### src/rtl/hex_display_scheduler.sv
// Chooses the 16-bit word shown on the 4-digit hex display: dwell-timed rotation, manual paging, alert pre-emption.
// Define HEX_SCHED_BLINK_EN to make the alert alternate with 16'hEEEE every BLINK_CYCLES.
module hex_display_scheduler #(
    parameter int NUM_SRC      = 4,
    parameter int DWELL_CYCLES = 50000000,
    parameter int HOLD_CYCLES  = 100000000,
    parameter int BLINK_CYCLES = 12500000
) (
    input  logic                       clk,
    input  logic                       reset,
    input  logic [16*NUM_SRC-1:0]      src_value,
    input  logic [NUM_SRC-1:0]         src_en,
    input  logic                       next_page,
    input  logic                       alert_req,
    input  logic [15:0]                alert_value,
    output logic                       alert_ack,
    output logic [3:0]                 disp_nibble [4],
    output logic [$clog2(NUM_SRC)-1:0] disp_src,
    output logic                       disp_alert,
    output logic                       disp_valid
);
    localparam int SW = $clog2(NUM_SRC);
    localparam int DW = (DWELL_CYCLES > 1) ? $clog2(DWELL_CYCLES) : 1;
    localparam int HW = (HOLD_CYCLES > 1) ? $clog2(HOLD_CYCLES) : 1;
    localparam logic [DW-1:0] DWELL_LAST = DW'(DWELL_CYCLES - 1);
    localparam logic [HW-1:0] HOLD_LAST  = HW'(HOLD_CYCLES - 1);

    if (NUM_SRC < 2 || NUM_SRC > 8 || DWELL_CYCLES < 1 || HOLD_CYCLES < 1 || BLINK_CYCLES < 1)
    begin : g_bad_params
        $error("hex_display_scheduler: parameter out of range");
    end

    typedef enum logic [1:0] {
        ST_IDLE  = 2'd0,
        ST_SHOW  = 2'd1,
        ST_ALERT = 2'd2
    } state_t;

    state_t          state_q, state_d;
    logic [SW-1:0]   cur_q, cur_d;
    logic [DW-1:0]   dwell_q, dwell_d;
    logic [HW-1:0]   hold_q, hold_d;
    logic [15:0]     alert_val_q, alert_val_d;
    logic            ack_q, ack_d;
    logic [15:0]     word_q, word_d;
    logic [SW-1:0]   src_q, src_d;
    logic            alert_q, alert_d;
    logic            valid_q, valid_d;
    logic            enter_alert;
    logic [15:0]     src_word [NUM_SRC];

`ifdef HEX_SCHED_BLINK_EN
    localparam int BW = (BLINK_CYCLES > 1) ? $clog2(BLINK_CYCLES) : 1;
    localparam logic [BW-1:0] BLINK_LAST = BW'(BLINK_CYCLES - 1);
    logic [BW-1:0]   blink_cnt_q, blink_cnt_d;
    logic            blink_ph_q, blink_ph_d;
`endif

    function automatic logic [SW-1:0] next_enabled(input logic [SW-1:0] c,
                                                   input logic [NUM_SRC-1:0] en);
        logic [SW-1:0] r;
        logic          found;
        int            k;
        r     = c;
        found = 1'b0;
        for (int i = 1; i < NUM_SRC; i++) begin
            k = (int'(c) + i) % NUM_SRC;
            if (!found && en[k]) begin
                r     = SW'(k);
                found = 1'b1;
            end
        end
        return r;
    endfunction

    function automatic logic [SW-1:0] lowest_enabled(input logic [NUM_SRC-1:0] en);
        logic [SW-1:0] r;
        r = '0;
        for (int k = NUM_SRC - 1; k >= 0; k--) begin
            if (en[k]) r = SW'(k);
        end
        return r;
    endfunction

    always_comb begin
        for (int k = 0; k < NUM_SRC; k++) begin
            src_word[k] = src_value[16*k +: 16];
        end
    end

    always_comb begin
        state_d     = state_q;
        cur_d       = cur_q;
        dwell_d     = dwell_q;
        hold_d      = hold_q;
        alert_val_d = alert_val_q;
        ack_d       = 1'b0;
        enter_alert = 1'b0;
`ifdef HEX_SCHED_BLINK_EN
        blink_cnt_d = blink_cnt_q;
        blink_ph_d  = blink_ph_q;
`endif

        case (state_q)
            ST_IDLE: begin
                if (alert_req) begin
                    enter_alert = 1'b1;
                end else if (|src_en) begin
                    state_d = ST_SHOW;
                    cur_d   = lowest_enabled(src_en);
                    dwell_d = '0;
                end
            end
            ST_SHOW: begin
                if (alert_req) begin
                    enter_alert = 1'b1;
                end else if (!src_en[cur_q]) begin
                    dwell_d = '0;
                    if (|src_en) cur_d = next_enabled(cur_q, src_en);
                    else         state_d = ST_IDLE;
                end else if (next_page || dwell_q == DWELL_LAST) begin
                    cur_d   = next_enabled(cur_q, src_en);
                    dwell_d = '0;
                end else begin
                    dwell_d = dwell_q + DW'(1);
                end
            end
            ST_ALERT: begin
                // alert_req and next_page are deliberately not looked at while holding
                if (hold_q == HOLD_LAST) begin
                    hold_d  = '0;
                    dwell_d = '0;
                    if (src_en[cur_q]) begin
                        state_d = ST_SHOW;
                    end else if (|src_en) begin
                        state_d = ST_SHOW;
                        cur_d   = next_enabled(cur_q, src_en);
                    end else begin
                        state_d = ST_IDLE;
                    end
                end else begin
                    hold_d = hold_q + HW'(1);
`ifdef HEX_SCHED_BLINK_EN
                    if (blink_cnt_q == BLINK_LAST) begin
                        blink_cnt_d = '0;
                        blink_ph_d  = ~blink_ph_q;
                    end else begin
                        blink_cnt_d = blink_cnt_q + BW'(1);
                    end
`endif
                end
            end
            default: state_d = ST_IDLE;
        endcase

        if (enter_alert) begin
            state_d     = ST_ALERT;
            hold_d      = '0;
            alert_val_d = alert_value;
            ack_d       = 1'b1;
`ifdef HEX_SCHED_BLINK_EN
            blink_cnt_d = '0;
            blink_ph_d  = 1'b0;
`endif
        end

        // Outputs follow the next-state decision so the display lags it by exactly one register.
        src_d   = cur_d;
        word_d  = '0;
        valid_d = 1'b0;
        alert_d = 1'b0;
        case (state_d)
            ST_SHOW: begin
                word_d  = src_word[cur_d];
                valid_d = 1'b1;
            end
            ST_ALERT: begin
`ifdef HEX_SCHED_BLINK_EN
                word_d  = blink_ph_d ? 16'hEEEE : alert_val_d;
`else
                word_d  = alert_val_d;
`endif
                valid_d = 1'b1;
                alert_d = 1'b1;
            end
            default: ;
        endcase
    end

    always_ff @(posedge clk) begin
        if (reset) begin
            state_q     <= ST_IDLE;
            cur_q       <= '0;
            dwell_q     <= '0;
            hold_q      <= '0;
            alert_val_q <= '0;
            ack_q       <= 1'b0;
            word_q      <= '0;
            src_q       <= '0;
            alert_q     <= 1'b0;
            valid_q     <= 1'b0;
`ifdef HEX_SCHED_BLINK_EN
            blink_cnt_q <= '0;
            blink_ph_q  <= 1'b0;
`endif
        end else begin
            state_q     <= state_d;
            cur_q       <= cur_d;
            dwell_q     <= dwell_d;
            hold_q      <= hold_d;
            alert_val_q <= alert_val_d;
            ack_q       <= ack_d;
            word_q      <= word_d;
            src_q       <= src_d;
            alert_q     <= alert_d;
            valid_q     <= valid_d;
`ifdef HEX_SCHED_BLINK_EN
            blink_cnt_q <= blink_cnt_d;
            blink_ph_q  <= blink_ph_d;
`endif
        end
    end

    assign alert_ack      = ack_q;
    assign disp_nibble[0] = word_q[3:0];
    assign disp_nibble[1] = word_q[7:4];
    assign disp_nibble[2] = word_q[11:8];
    assign disp_nibble[3] = word_q[15:12];
    assign disp_src       = src_q;
    assign disp_alert     = alert_q;
    assign disp_valid     = valid_q;

endmodule

### config.mk
export PLATFORM = sky130hd
export DESIGN_NAME = hex_display_scheduler
export DESIGN_NICKNAME = d
export VERILOG_FILES = /design/src/rtl/hex_display_scheduler.sv
export SDC_FILE = /design/constraint.sdc
export NUM_CORES = 1
export LEC_CHECK = 0
export ABC_AREA = 1
export ABC_CLOCK_PERIOD_IN_PS = 7400
export CAP_MARGIN = 15
export CORE_MARGIN = 3
export CORE_UTILIZATION = 56
export CTS_CLUSTER_DIAMETER = 120
export DETAILED_ROUTE_END_ITERATION = 6
export PLACE_DENSITY = 0.92
export SYNTH_ARGS = -nofsm -noshare
export SYNTH_HDL_FRONTEND = slang
export SYNTH_SLANG_ARGS = --single-unit
export TNS_END_PERCENT = 20
### constraint.sdc
create_clock -name clk -period 7.4 [get_ports clk]
set_clock_uncertainty 0.05 [all_clocks]
set_input_delay 0.74 -clock clk [delete_from_list [all_inputs] [get_ports clk]]
set_output_delay 0.74 -clock clk [all_outputs]
set_load 0.05 [all_outputs]
=== Word-level counts from Yosys, hierarchy flattened ===
Index checks and enable logic that the tools add are counted.

* Order comparisons: 5
* Multipliers: 0
* Reductions and logical operators: 23
* Div/mod/pow operators: 0
* Add/subtract/negate cells: 5
* Multiplexer cells: 86
* Eq/ne operators: 10
* Bitwise logic cells: 4
* Shift-type cells: 0

{| class="wikitable"
|+ Operators with widths
! cell !! count
|-
| 26-bit two-way mux || 6
|-
| 26-bit case mux with 3 select lines || 1
|-
| 2-bit two-way mux || 27
|-
| 16-bit two-way mux || 3
|-
| 1-bit two-way mux || 40
|-
| 16-bit binary-select mux with 2-bit select || 1
|-
| 16-bit case mux with 2 select lines || 1
|-
| 27-bit by 1-bit adder with 27-bit output (second input constant) || 1
|-
| 27-bit equality test (second input constant) || 1
|-
| 27-bit two-way mux || 1
|-
| 26-bit by 1-bit adder with 26-bit output (second input constant) || 1
|-
| 26-bit equality test (second input constant) || 1
|-
| 3-bit by 4-bit < comparator with 1-bit output (second input constant) || 3
|-
| 2-bit case mux with 3 select lines || 2
|-
| 2-bit OR reduction || 6
|-
| 1-bit binary-select mux with 2-bit select || 4
|-
| 2-bit != test (second input constant) || 4
|-
| 1-bit logical AND || 6
|-
| 1-bit logical NOT || 6
|-
| 5-bit AND reduction || 1
|-
| 2-bit adder (second input constant) || 2
|-
| 2-bit by 1-bit equality test with 1-bit output (second input constant) || 2
|-
| 2-bit equality test (second input constant) || 2
|-
| 4-bit OR reduction || 1
|-
| other kinds (8) || 10
|}

* Bits in registers: 92
* Memories kept: 0
* Word-level logic and storage cells: 142
* Input bits: 88
* Output and inout bits: 21
* Memory bits (writable): 0
* Bits in latches: 0
* ROM bits: 0

=== Logic depth before layout (Yosys ltp) ===
Gate-level depths: netlist of the first run.

* Word-level depth: 30
* Depth in mapped cells: 21
* Mapped depth without buffers: 19

=== Worst setup path after synthesis of the first run ===
No wires, ideal clock.

* Kind: input port to flip-flop
* From: input port alert_req
* To: register word_q[5]
* Setup slack: 4.705 ns
* Stages: 11
* Arrival time: 2.499 ns
* Buffers on the path: 3
* Setup time: 0.146 ns
* Data required time: 7.204 ns
* Cells stage by stage: inv_1 > nor2_1 > buf_2 > buf_2 > nor2_1 > inv_1 > ha_1 > nor2_1 > inv_1 > clkbuf_1 > a21oi_1

* Elaborated cells on any way between the ends: 17

{| class="wikitable"
|+ RTL lines
! item !! line !! text
|-
| start: declaration || 14 || <nowiki>input logic alert_req,</nowiki>
|-
| 2-bit two-way mux, or another cell as far along || 115 || <nowiki>if (alert_req) begin</nowiki>
|-
| 2-bit case mux with 3 select lines or 1-bit two-way mux (tied branches) || - ||
|-
| 2-bit two-way mux * || 156 || <nowiki>if (enter_alert) begin</nowiki>
|-
| via state_d[1] || 39 || <nowiki>state_t state_q, state_d;</nowiki>
|-
| 2-bit equality test or 2-bit by 1-bit equality test with 1-bit output (tied branches) || 172 || <nowiki>case (state_d)</nowiki>
|-
| 16-bit case mux with 2 select lines * || 172 ||
|-
| end signal: assignment || 213 || <nowiki>word_q <= word_d;</nowiki>
|-
| end: declaration || 45 || <nowiki>logic [15:0] word_q, word_d;</nowiki>
|}

The timed path passes the listed nets; every way through them passes the cells marked *. The select of a mux whose other input is x is not followed.
A chain may end at the register's enable or synchronous reset.

=== Final worst setup path of the first run ===
* From: register dwell_q[0]
* To: register word_q[15]

* Word-level cells in the longest chain between the ends: 11

{| class="wikitable"
|+ RTL lines
! item !! line !! text
|-
| start: declaration || 41 || <nowiki>logic [DW-1:0] dwell_q, dwell_d;</nowiki>
|-
| start signal: assignment || 209 || <nowiki>dwell_q <= dwell_d;</nowiki>
|-
| 26-bit equality test || 121 || <nowiki>end else if (next_page || dwell_q == DWELL_LAST) begin</nowiki>
|-
| 1-bit logical OR || 121 ||
|-
| 2-bit two-way mux || 121 ||
|-
| 2-bit two-way mux || 117 || <nowiki>end else if (!src_en[cur_q]) begin</nowiki>
|-
| 2-bit two-way mux || 115 ||
|-
| 2-bit case mux with 3 select lines || 104 || <nowiki>case (state_q)</nowiki>
|-
| 2-bit NOT with 3-bit output (not written as such) || 174 || <nowiki>word_d = src_word[cur_d];</nowiki>
|-
| 16-bit binary-select mux with 2-bit select || 174 ||
|-
| 16-bit two-way mux (not written as such) (2 in a row) || 174 ||
|-
| 16-bit case mux with 2 select lines || 172 ||
|}

Every way passes these cells. The select of a mux whose other input is x is not followed.

==> impl_metrics.json, run 1 <==
{
  "synth_edf_count": 0,
  "synth_area_leaders": "dfxtp_1 34%, nand2_1 18%, nor2_1 6.9%, inv_1 5.1%, nand4_1 5.0%",
  "max_slew_margin": 0.273,
  "port_buffers": 108,
  "power.density_nw_per_um2": 181,
  "ioPinCount": 109,
  "worst-path-stages": 18,
  "h-tree-depth": 3,
  "fmax_mhz": 285,
  "drc_errors": 0,
  "path_buf_inv": 0,
  "die_h_um": 105,
  "post-route-period-util": 0.475,
  "die-width_um": 105,
  "syn_area_um2": 5490,
  "p_leak_nw": 2.71,
  "cts_root_buf": "clkbuf_8",
  "grt_usage": 0.264,
  "place_hpwl_mm": 10.8,
  "ir_drop_mv": 0.159,
  "avgSynthCellArea_um2": 6.57,
  "crit_family": "simple AND/OR/NAND/NOR gates",
  "hold_violations": 0,
  "postCtsSetupRepairBufs": 0,
  "drt_iter0_drc": 315,
  "yosys_warnings": 0,
  "rrSetupSlack_ns": 3.89,
  "critPathSlowestCell": "nand2_1",
  "firstDrtPassIters": 6,
  "ctsResizeCount": 0,
  "dieArea_um2": 11000,
  "clock_latency_ns": 0.37,
  "critical_path_required_ns": 7.57,
  "core_area_um2": 9370,
  "yosys-top-cells-count": "265 x nand2_1, 101 x nor2_1, 92 x dfxtp_1",
  "clock-sinks": 92,
  "finalSetupViolations": 0,
  "setup_tns_ns": 0,
  "min_to": "dwell_q[6]",
  "synth-main-ff-cell": "dfxtp_1",
  "tightest_slew_ns": 1.09,
  "wl_per_cell_um": 13.7,
  "placed_cells": 1043,
  "ff2ff_path_depth": 18,
  "vias": 5714,
  "postRouteAntennaNets": 0,
  "min_period_ns": 3.51,
  "cp_cell_sequence": "ha_1 -> nand2_1 -> nor2_1 -> nand3_1 -> nor2_1 -> nand2_1 -> nand3_1 -> nand2_1 -> nand2_1 -> nand2_1 -> nand2_1 -> nand3_4 -> nand2_1 -> nand2_1 -> nand2_1 -> nand2_1 -> nand2_1 -> a21oi_1",
  "hold_start": "dwell_q[6]",
  "ys_types": 49,
  "initial_core_util": 0.586,
  "worstSetupPathType": "flip-flop to flip-flop",
  "cap_viol_max_count": 0,
  "cts_buffer_depth": 2,
  "hold_buffers": 0,
  "cts.clk_slew.worst_paths_ns": 0.09,
  "stdcell_count": 1059,
  "grt_pass1_wl_mm": 24.5,
  "grt_max_degree": 34,
  "cp_max_fo": 33,
  "r2r_end": "word_q[15]",
  "synth_cells": 835,
  "slew_violations": 0,
  "areaGrowthSynthToFinish_pct": 23.4,
  "synth-seq-cells": 92,
  "routed_wl_mm": 14.5,
  "hold_ws_ns": 0.436,
  "worst_hold_path_type": "flip-flop to flip-flop",
  "cp.arrival_ns": 3.68,
  "grt_pass1_vias": 5374,
  "synth.largest_area_cell": "dfxtp_1",
  "whs_path_depth": 2,
  "n_antenna_cell": 0,
  "syn_nets": 927,
  "crit_top_cell": "nand2_1",
  "status": "finished clean",
  "antenna_found_initial": 0,
  "cp-start-kind": "flip-flop",
  "detail_route.vias_per_cell": 5.40,
  "num_rows": 35,
  "yosysTopAreaCellShare": 0.336,
  "numCtsBuffers": 9,
  "drive_gt1_frac": 0.0796,
  "nFillCells": 782,
  "r2r-start": "dwell_q[0]",
  "grt_overflow": 0,
  "yosysMostFrequentCell": "nand2_1",
  "async_flop_share": 0,
  "tritoncts": "done",
  "rsz0062_at_grt": "no",
  "synth.yosys.seq_area_share": 0.336,
  "routabilityCongestion": 0.930,
  "finalNetCount": 1017,
  "critical_path.max_stage_delay_ns": 0.79,
  "crit_path_end_kind": "flip-flop"
}
==> through the flow <==
step	setup slack [ns]	power (mW)	cell area (µm²)	util
final	3.89	1.22	6770	0.723
after global routing	3.47	1.28	6770	0.723
after CTS	3.94	1.23	6770	0.723
after detailed placement	3.58	0.852	6550	0.699
after global placement	3.72	0.847	6550	0.699
after floorplan	4.70	0.762	5490	-
==> per-layer routing <==
layer	GRT usage	wire, µm	up-vias
met5	0	0	-
li1	-	-	2903
met2	0.458	7300	162
met4	0.0881	296	0
met3	0.0550	801	26
met1	0.325	6080	2623
==> cell families (layout without fill, tap and decap cells) <==
group                      Yosys count  count (layout)  share of synthesized area
adders and majority gates            4               4                    0.00912
AOI/OAI and AO/OA                   94              94                      0.113
xor gates and xnor gates             9               9                     0.0144
and+or+nand+nor                    507             507                      0.407
muxes                               16              16                     0.0292
DFF                                 92              92                      0.336
buffers and inverters              113             208                     0.0921
==> cell type report <==
type	count	area [µm²]	area share
inverter	82	308	0.0454
timing repair buffer	110	1100	0.162
tap	129	161	0.0238
clock inverter	7	98.8	0.0146
multi-input combinational	630	3140	0.464
clock buffer	9	124	0.0183
sequential	92	1840	0.272
==> flip-flops by register name, indices dropped and copies added, names as in the netlist, 2 cells and up <==
signal and cells:
alert_val_q 16, hold_q 27, state_q 2, dwell_q 26, word_q 16, disp_src 2
==> cells in the final DEF, fill, tap and decap left out, types with 3 or more instances in the layout <==
master	synthesis	final
nor4_1	8	8
inv_2	7	7
xor2_1	5	5
o21a_1	3	3
nand2_2	6	6
a21oi_2	10	10
clkbuf_8	0	9
mux2i_1	16	16
xnor2_1	4	4
a21oi_4	3	3
a31oi_1	4	4
a211oi_1	5	5
o221a_2	3	3
o21ai_0	21	21
dfxtp_1	92	92
inv_1	74	74
nor3_1	24	24
nand3_1	29	29
nor2_1	101	100
ha_1	4	4
nand2_1	265	265
nand4_1	44	44
or2_2	16	16
a21oi_1	33	33
clkdlybuf4s50_1	0	108
==> worst min-delay path, stage by stage (launching register included) <==
cell and delay [ns]:
dfxtp_1 0.33, inv_1 0.05, a211oi_1 0.06
==> worst max path at each step <==
| stage | start | end |
|---|---|---|
| floorplan | alert_req | word_q[5] |
| CTS | dwell_q[0] | word_q[15] |
| finish | dwell_q[0] | word_q[15] |
| global route | dwell_q[0] | word_q[15] |
| global placement | src_en[1] | word_q[7] |
| detailed placement | src_en[1] | word_q[10] |
==> where the power goes <==
group          switching (mW)  internal (mW)  total, mW
combinational           0.200          0.126      0.326
clock                   0.186          0.193      0.379
sequential             0.0100          0.510      0.520
Power figures use the tool's default switching activity.
==> run 2: changes to the inputs <==
- ABC_CLOCK_PERIOD_IN_PS: 7400 -> 2940
- CORE_UTILIZATION: 56 -> 47
- PLACE_DENSITY: 0.92 -> 0.83
- clock period: 7.4 -> 2.94 ns (I/O delays scaled with it)
==> impl_metrics.json, run 2 (same netlist as run 1, synthesis figures left out) <==
{
  "vias": 5701,
  "seqPwrFrac": 0.385,
  "multi_input_area_um2": 3150,
  "clock-sinks": 92,
  "setup_tns_ns": 0,
  "p_total_mw": 3.38,
  "num_rows": 38,
  "worstSetupPathType": "flip-flop to flip-flop",
  "grt_max_degree": 34,
  "p_leak_nw": 2.82,
  "max_slew_margin": 0.634,
  "placedInstanceArea_um2": 6660,
  "netSwitchingPower_mw": 1.06,
  "hold_ws_ns": 0.430,
  "cp_cell_sequence": "ha_1 -> nand2_1 -> nor2_1 -> nand3_1 -> nor2_1 -> nand2_1 -> a21oi_1 -> nand2_1 -> nand2_1 -> nand2_2 -> nand3_4 -> nand2_1 -> nand2_1 -> nand2_1 -> nand2_1 -> nand2_1 -> a21oi_2",
  "crit_path_end_kind": "flip-flop",
  "final_area_um2": 7000,
  "largest_reg_flops": 27,
  "die_h_um": 114,
  "place_hpwl_mm": 11.1,
  "initial_core_util": 0.493,
  "nFillCells": 1008,
  "areaGrowthSynthToFinish_pct": 27.5,
  "drive_gt1_frac": 0.0963,
  "finalSetupViolations": 0,
  "grt_usage": 0.223,
  "die-width_um": 114,
  "crit_top_cell": "nand2_1",
  "ir_drop_mv": 0.362,
  "routed_wl_mm": 14.8,
  "combPwrFrac": 0.256,
  "antenna_found_initial": 0,
  "status": "finished clean",
  "grt_overflow": 0,
  "drt_iter0_drc": 438,
  "p_int_mw": 2.32,
  "tritoncts": "done",
  "fin_util": 0.629,
  "critPathSlowestCell": "dfxtp_1",
  "port_buffers": 108,
  "post-route-period-util": 0.900,
  "clock_latency_ns": 0.35,
  "cp.arrival_ns": 2.88,
  "grt_pass1_wl_mm": 24.0,
  "top_regs": "hold_q x27, dwell_q x26",
  "routabilityCongestion": 0.952,
  "critical_path.max_stage_delay_ns": 0.37,
  "seq_area_um2": 1840,
  "slew_violations": 0,
  "finalNetCount": 1032,
  "ioPinCount": 109,
  "largest-register": "hold_q",
  "dieArea_um2": 13000,
  "swShare": 0.315,
  "rsz0062_at_grt": "no",
  "fmax_mhz": 378,
  "postRouteAntennaNets": 0,
  "cts_buffer_depth": 2,
  "cap_viol_max_count": 0,
  "final_cell_mix": "265 x nand2_1, 108 x clkdlybuf4s50_1, 99 x nor2_1",
  "numCtsBuffers": 9,
  "critical_path_required_ns": 3.18,
  "drc_errors": 0,
  "grt_pass1_vias": 5220,
  "worst_hold_path_type": "flip-flop to flip-flop",
  "cp-start-kind": "flip-flop",
  "hold_violations": 0,
  "firstDrtPassIters": 5,
  "core_area_um2": 11100,
  "wl_per_cell_um": 13.7,
  "power.density_nw_per_um2": 483,
  "cts_root_buf": "clkbuf_16",
  "cp_max_fo": 33,
  "power.share.clock": 0.359,
  "cts.clk_slew.worst_paths_ns": 0.07,
  "h-tree-depth": 3,
  "min_period_ns": 2.65,
  "tightest_slew_ns": 0.547,
  "detail_route.vias_per_cell": 5.25,
  "n_antenna_cell": 0,
  "layout_commonest_cell": "nand2_1"
}
[run 2: cell types whose count changed in the layout (fill, tap and decap cells not counted)]
| cell | delta |
|---|---|
| clkbuf_8 | -8 |
| clkbuf_16 | +9 |
| buf_4 | +14 |
| clkinv_2 | -1 |
| clkinvlp_4 | +2 |
| buf_6 | +1 |
| inv_6 | -1 |
| inv_1 | -1 |
| nor2_2 | +1 |
| clkinv_4 | +1 |
| bufinv_16 | -1 |
| nor2_1 | -1 |
[run 2: final cells by class]
type	count	area share
Multi-Input combinational cell	630	0.450
Sequential cell	92	0.263
Timing Repair Buffer	125	0.173
Inverter	82	0.0445
Clock buffer	10	0.0341
Tap cell	140	0.0250
Clock inverter	6	0.0102
[run 2: worst max-delay path: cells and delay by family (launching register included)]
| kind | cells | cell delay [ns] |
|---|---|---|
| DFF | 1 | 0.37 |
| and+or+nand+nor | 14 | 1.67 |
| AOI/OAI and AO/OA | 2 | 0.30 |
| adders and majority gates | 1 | 0.20 |
[run 2: timing repair]
action                                  in CTS  in global routing
endpoints found under the setup margin       0                 16
hold buffers                                 0                  0
gates resized for setup                      0                  3
setup buffers                                0                  2
[run 2: routing by layer]
metal	share of wire	vias up	global-route usage
met4	0.023	0	0.0887
met5	0	-	0
met3	0.050	27	0.0338
met2	0.46	195	0.356
li1	-	2934	-
met1	0.46	2545	0.304
[run 2: power groups by stage]
| stage | clock (mW) | combinational (mW) | sequential (mW) |
|---|---|---|---|
| 3_5_place_dp | 0 | 0.843 | 1.33 |
| 2_1_floorplan | 0 | 0.524 | 1.39 |
| 3_3_place_gp | 0 | 0.836 | 1.33 |
| 6_report | 1.21 | 0.865 | 1.30 |
| 4_1_cts | 1.23 | 0.849 | 1.30 |
| 5_1_grt | 1.27 | 0.955 | 1.30 |
[run 2: through the flow]
stage,setup slack (ns),instances
after floorplan,0.452,835
after global placement,0.213,1067
after detailed placement,0.112,1067
after CTS,0.213,1083
after global routing,0.0147,1085
final,0.295,1085
[run 2: final timing paths]
check	from	end	slack, ns	cells after the start
hold / removal	dwell_q[5]	dwell_q[5]	0.43	1
setup / recovery	dwell_q[0]	word_q[7]	0.29	17
setup reg to reg	dwell_q[0]	word_q[7]	0.29	17
hold reg to reg	dwell_q[5]	dwell_q[5]	0.43	1
==> run 3: changes to the inputs <==
==> constraint.sdc (replaced) <==
create_clock -name clk -period 2.94 [get_ports clk]
set_clock_uncertainty 0.05 [all_clocks]
set_input_delay 0.588 -clock clk [delete_from_list [all_inputs] [get_ports clk]]
set_output_delay 0.588 -clock clk [all_outputs]
set_load 0.05 [all_outputs]
==> impl_metrics.json, run 3 (same netlist as run 1, synthesis figures left out) <==
{
  "status": "finished clean",
  "cts_buffer_depth": 2,
  "port_buffers": 108,
  "layout_commonest_cell": "nand2_1",
  "ioPinCount": 109,
  "rsz0062_at_grt": "no",
  "worst_hold_path_type": "flip-flop to flip-flop",
  "largest-register": "hold_q",
  "critical_path_required_ns": 3.18,
  "place_hpwl_mm": 11.2,
  "tightest_slew_ns": 0.529,
  "final_cell_mix": "265 x nand2_1, 108 x clkdlybuf4s50_1, 100 x nor2_1",
  "die-width_um": 114,
  "slew_violations": 0,
  "grt_pass1_vias": 5277,
  "fmax_mhz": 379,
  "dp_slack_ns": 0.00624,
  "clock_latency_ns": 0.36,
  "power.share.clock": 0.378,
  "critical_path.max_stage_delay_ns": 0.38,
  "firstDrtPassIters": 5,
  "cp_max_fo": 32,
  "grt_usage": 0.232,
  "drt_iter0_drc": 467,
  "cp_cell_sequence": "ha_1 -> nand2_1 -> nor2_1 -> nand3_1 -> nor2_1 -> nand2_1 -> nand3_1 -> nand2_1 -> nand2_1 -> nand2_1 -> nand2_1 -> buf_4 -> nand4_1 -> nand2_1 -> nand2_1 -> nand2_1 -> nand2_1 -> a21oi_2",
  "hold_buffers": 0,
  "areaGrowthSynthToFinish_pct": 30.3,
  "routed_wl_mm": 15.0,
  "grt_overflow": 0,
  "crit_family": "simple AND/OR/NAND/NOR gates",
  "max_slew_margin": 0.644,
  "wl_per_cell_um": 13.7,
  "power.density_nw_per_um2": 498,
  "post-route-period-util": 0.898,
  "p_total_mw": 3.56,
  "netSwitchingPower_mw": 1.06,
  "cap_viol_max_count": 0,
  "ff2ff_path_depth": 18,
  "postRouteAntennaNets": 0,
  "cts_root_buf": "clkbuf_16",
  "setup_tns_ns": 0,
  "top_regs": "hold_q x27, dwell_q x26",
  "ir_drop_mv": 0.689,
  "antenna_found_initial": 0,
  "min_period_ns": 2.64,
  "numCtsBuffers": 9,
  "cp-start-kind": "flip-flop",
  "num_rows": 38,
  "grt_max_degree": 33,
  "largest_reg_flops": 27,
  "crit_path_end_kind": "flip-flop",
  "p_int_mw": 2.50,
  "worst-path-stages": 18,
  "die_h_um": 114,
  "swShare": 0.298,
  "seqPwrFrac": 0.366,
  "drc_errors": 0,
  "postCtsSetupRepairBufs": 0,
  "hold_violations": 0,
  "routabilityCongestion": 0.949,
  "placed_cells": 1076,
  "finalSetupViolations": 0,
  "combPwrFrac": 0.256,
  "critPathSlowestCell": "dfxtp_1",
  "setup_ws_ns": 0.299,
  "finalNetCount": 1039,
  "drive_gt1_frac": 0.101,
  "detail_route.vias_per_cell": 5.25,
  "tritoncts": "done",
  "core_area_um2": 11100,
  "path_buf_inv": 1,
  "whs_path_depth": 2,
  "hold_ws_ns": 0.416,
  "n_antenna_cell": 0,
  "clock-sinks": 92,
  "crit_top_cell": "nand2_1",
  "grt_pass1_wl_mm": 24.7,
  "worstSetupPathType": "flip-flop to flip-flop",
  "cts.clk_slew.worst_paths_ns": 0.07,
  "h-tree-depth": 3,
  "initial_core_util": 0.493,
  "cp.arrival_ns": 2.88,
  "stdcell_count": 1092,
  "p_leak_nw": 2.90,
  "vias": 5735,
  "ctsResizeCount": 0,
  "dieArea_um2": 13000
}
==> run 3: final timing paths <==
kind	to	startpoint	slack [ns]
max	word_q[7]	dwell_q[0]	0.30
min	dwell_q[6]	dwell_q[6]	0.42
max reg2reg	word_q[7]	dwell_q[0]	0.30
min reg2reg	dwell_q[6]	dwell_q[6]	0.42
==> run 3: metal layers <==
layer / vias to the layer above / global-route usage / wire (µm)
met4: 0 / 0.0926 / 452
met1: 2570 / 0.313 / 6840
met3: 37 / 0.0439 / 815
li1: 2950 / - / -
met5: - / 0 / 0
met2: 178 / 0.365 / 6870
==> run 3: layout make-up <==
cell class                      count  area, µm²
Fill cell                         995       3980
Multi-Input combinational cell    630       3140
Sequential cell                    92       1840
Timing Repair Buffer              132       1340
Inverter                           82        308
Clock buffer                        9        225
Tap cell                          140        175
Clock inverter                      7        120
==> run 3: metrics by stage <==
stage	instance area, µm²	utilization
global placement	6810	0.612
detailed placement	6810	0.612
floorplan	5490	-
global route	7150	0.643
finish	7150	0.643
CTS	7150	0.643
==> run 3: worst reg2reg max path: stages (launching register included) <==
cell and delay [ns]:
dfxtp_1 0.38, ha_1 0.20, nand2_1 0.06, nor2_1 0.14
nand3_1 0.16, nor2_1 0.13, nand2_1 0.13, nand3_1 0.10
nand2_1 0.05, nand2_1 0.06, nand2_1 0.05, nand2_1 0.13
buf_4 0.35, nand4_1 0.15, nand2_1 0.13, nand2_1 0.06
nand2_1 0.06, nand2_1 0.07, a21oi_2 0.11
==> run 3: power groups by stage <==
stage	logic, mW	clock network (mW)	registers, mW
after CTS	0.909	1.37	1.30
final	0.912	1.35	1.30
after global routing	1.01	1.42	1.31
after detailed placement	0.904	0	1.33
after global placement	0.895	0	1.33
after floorplan	0.524	0	1.39
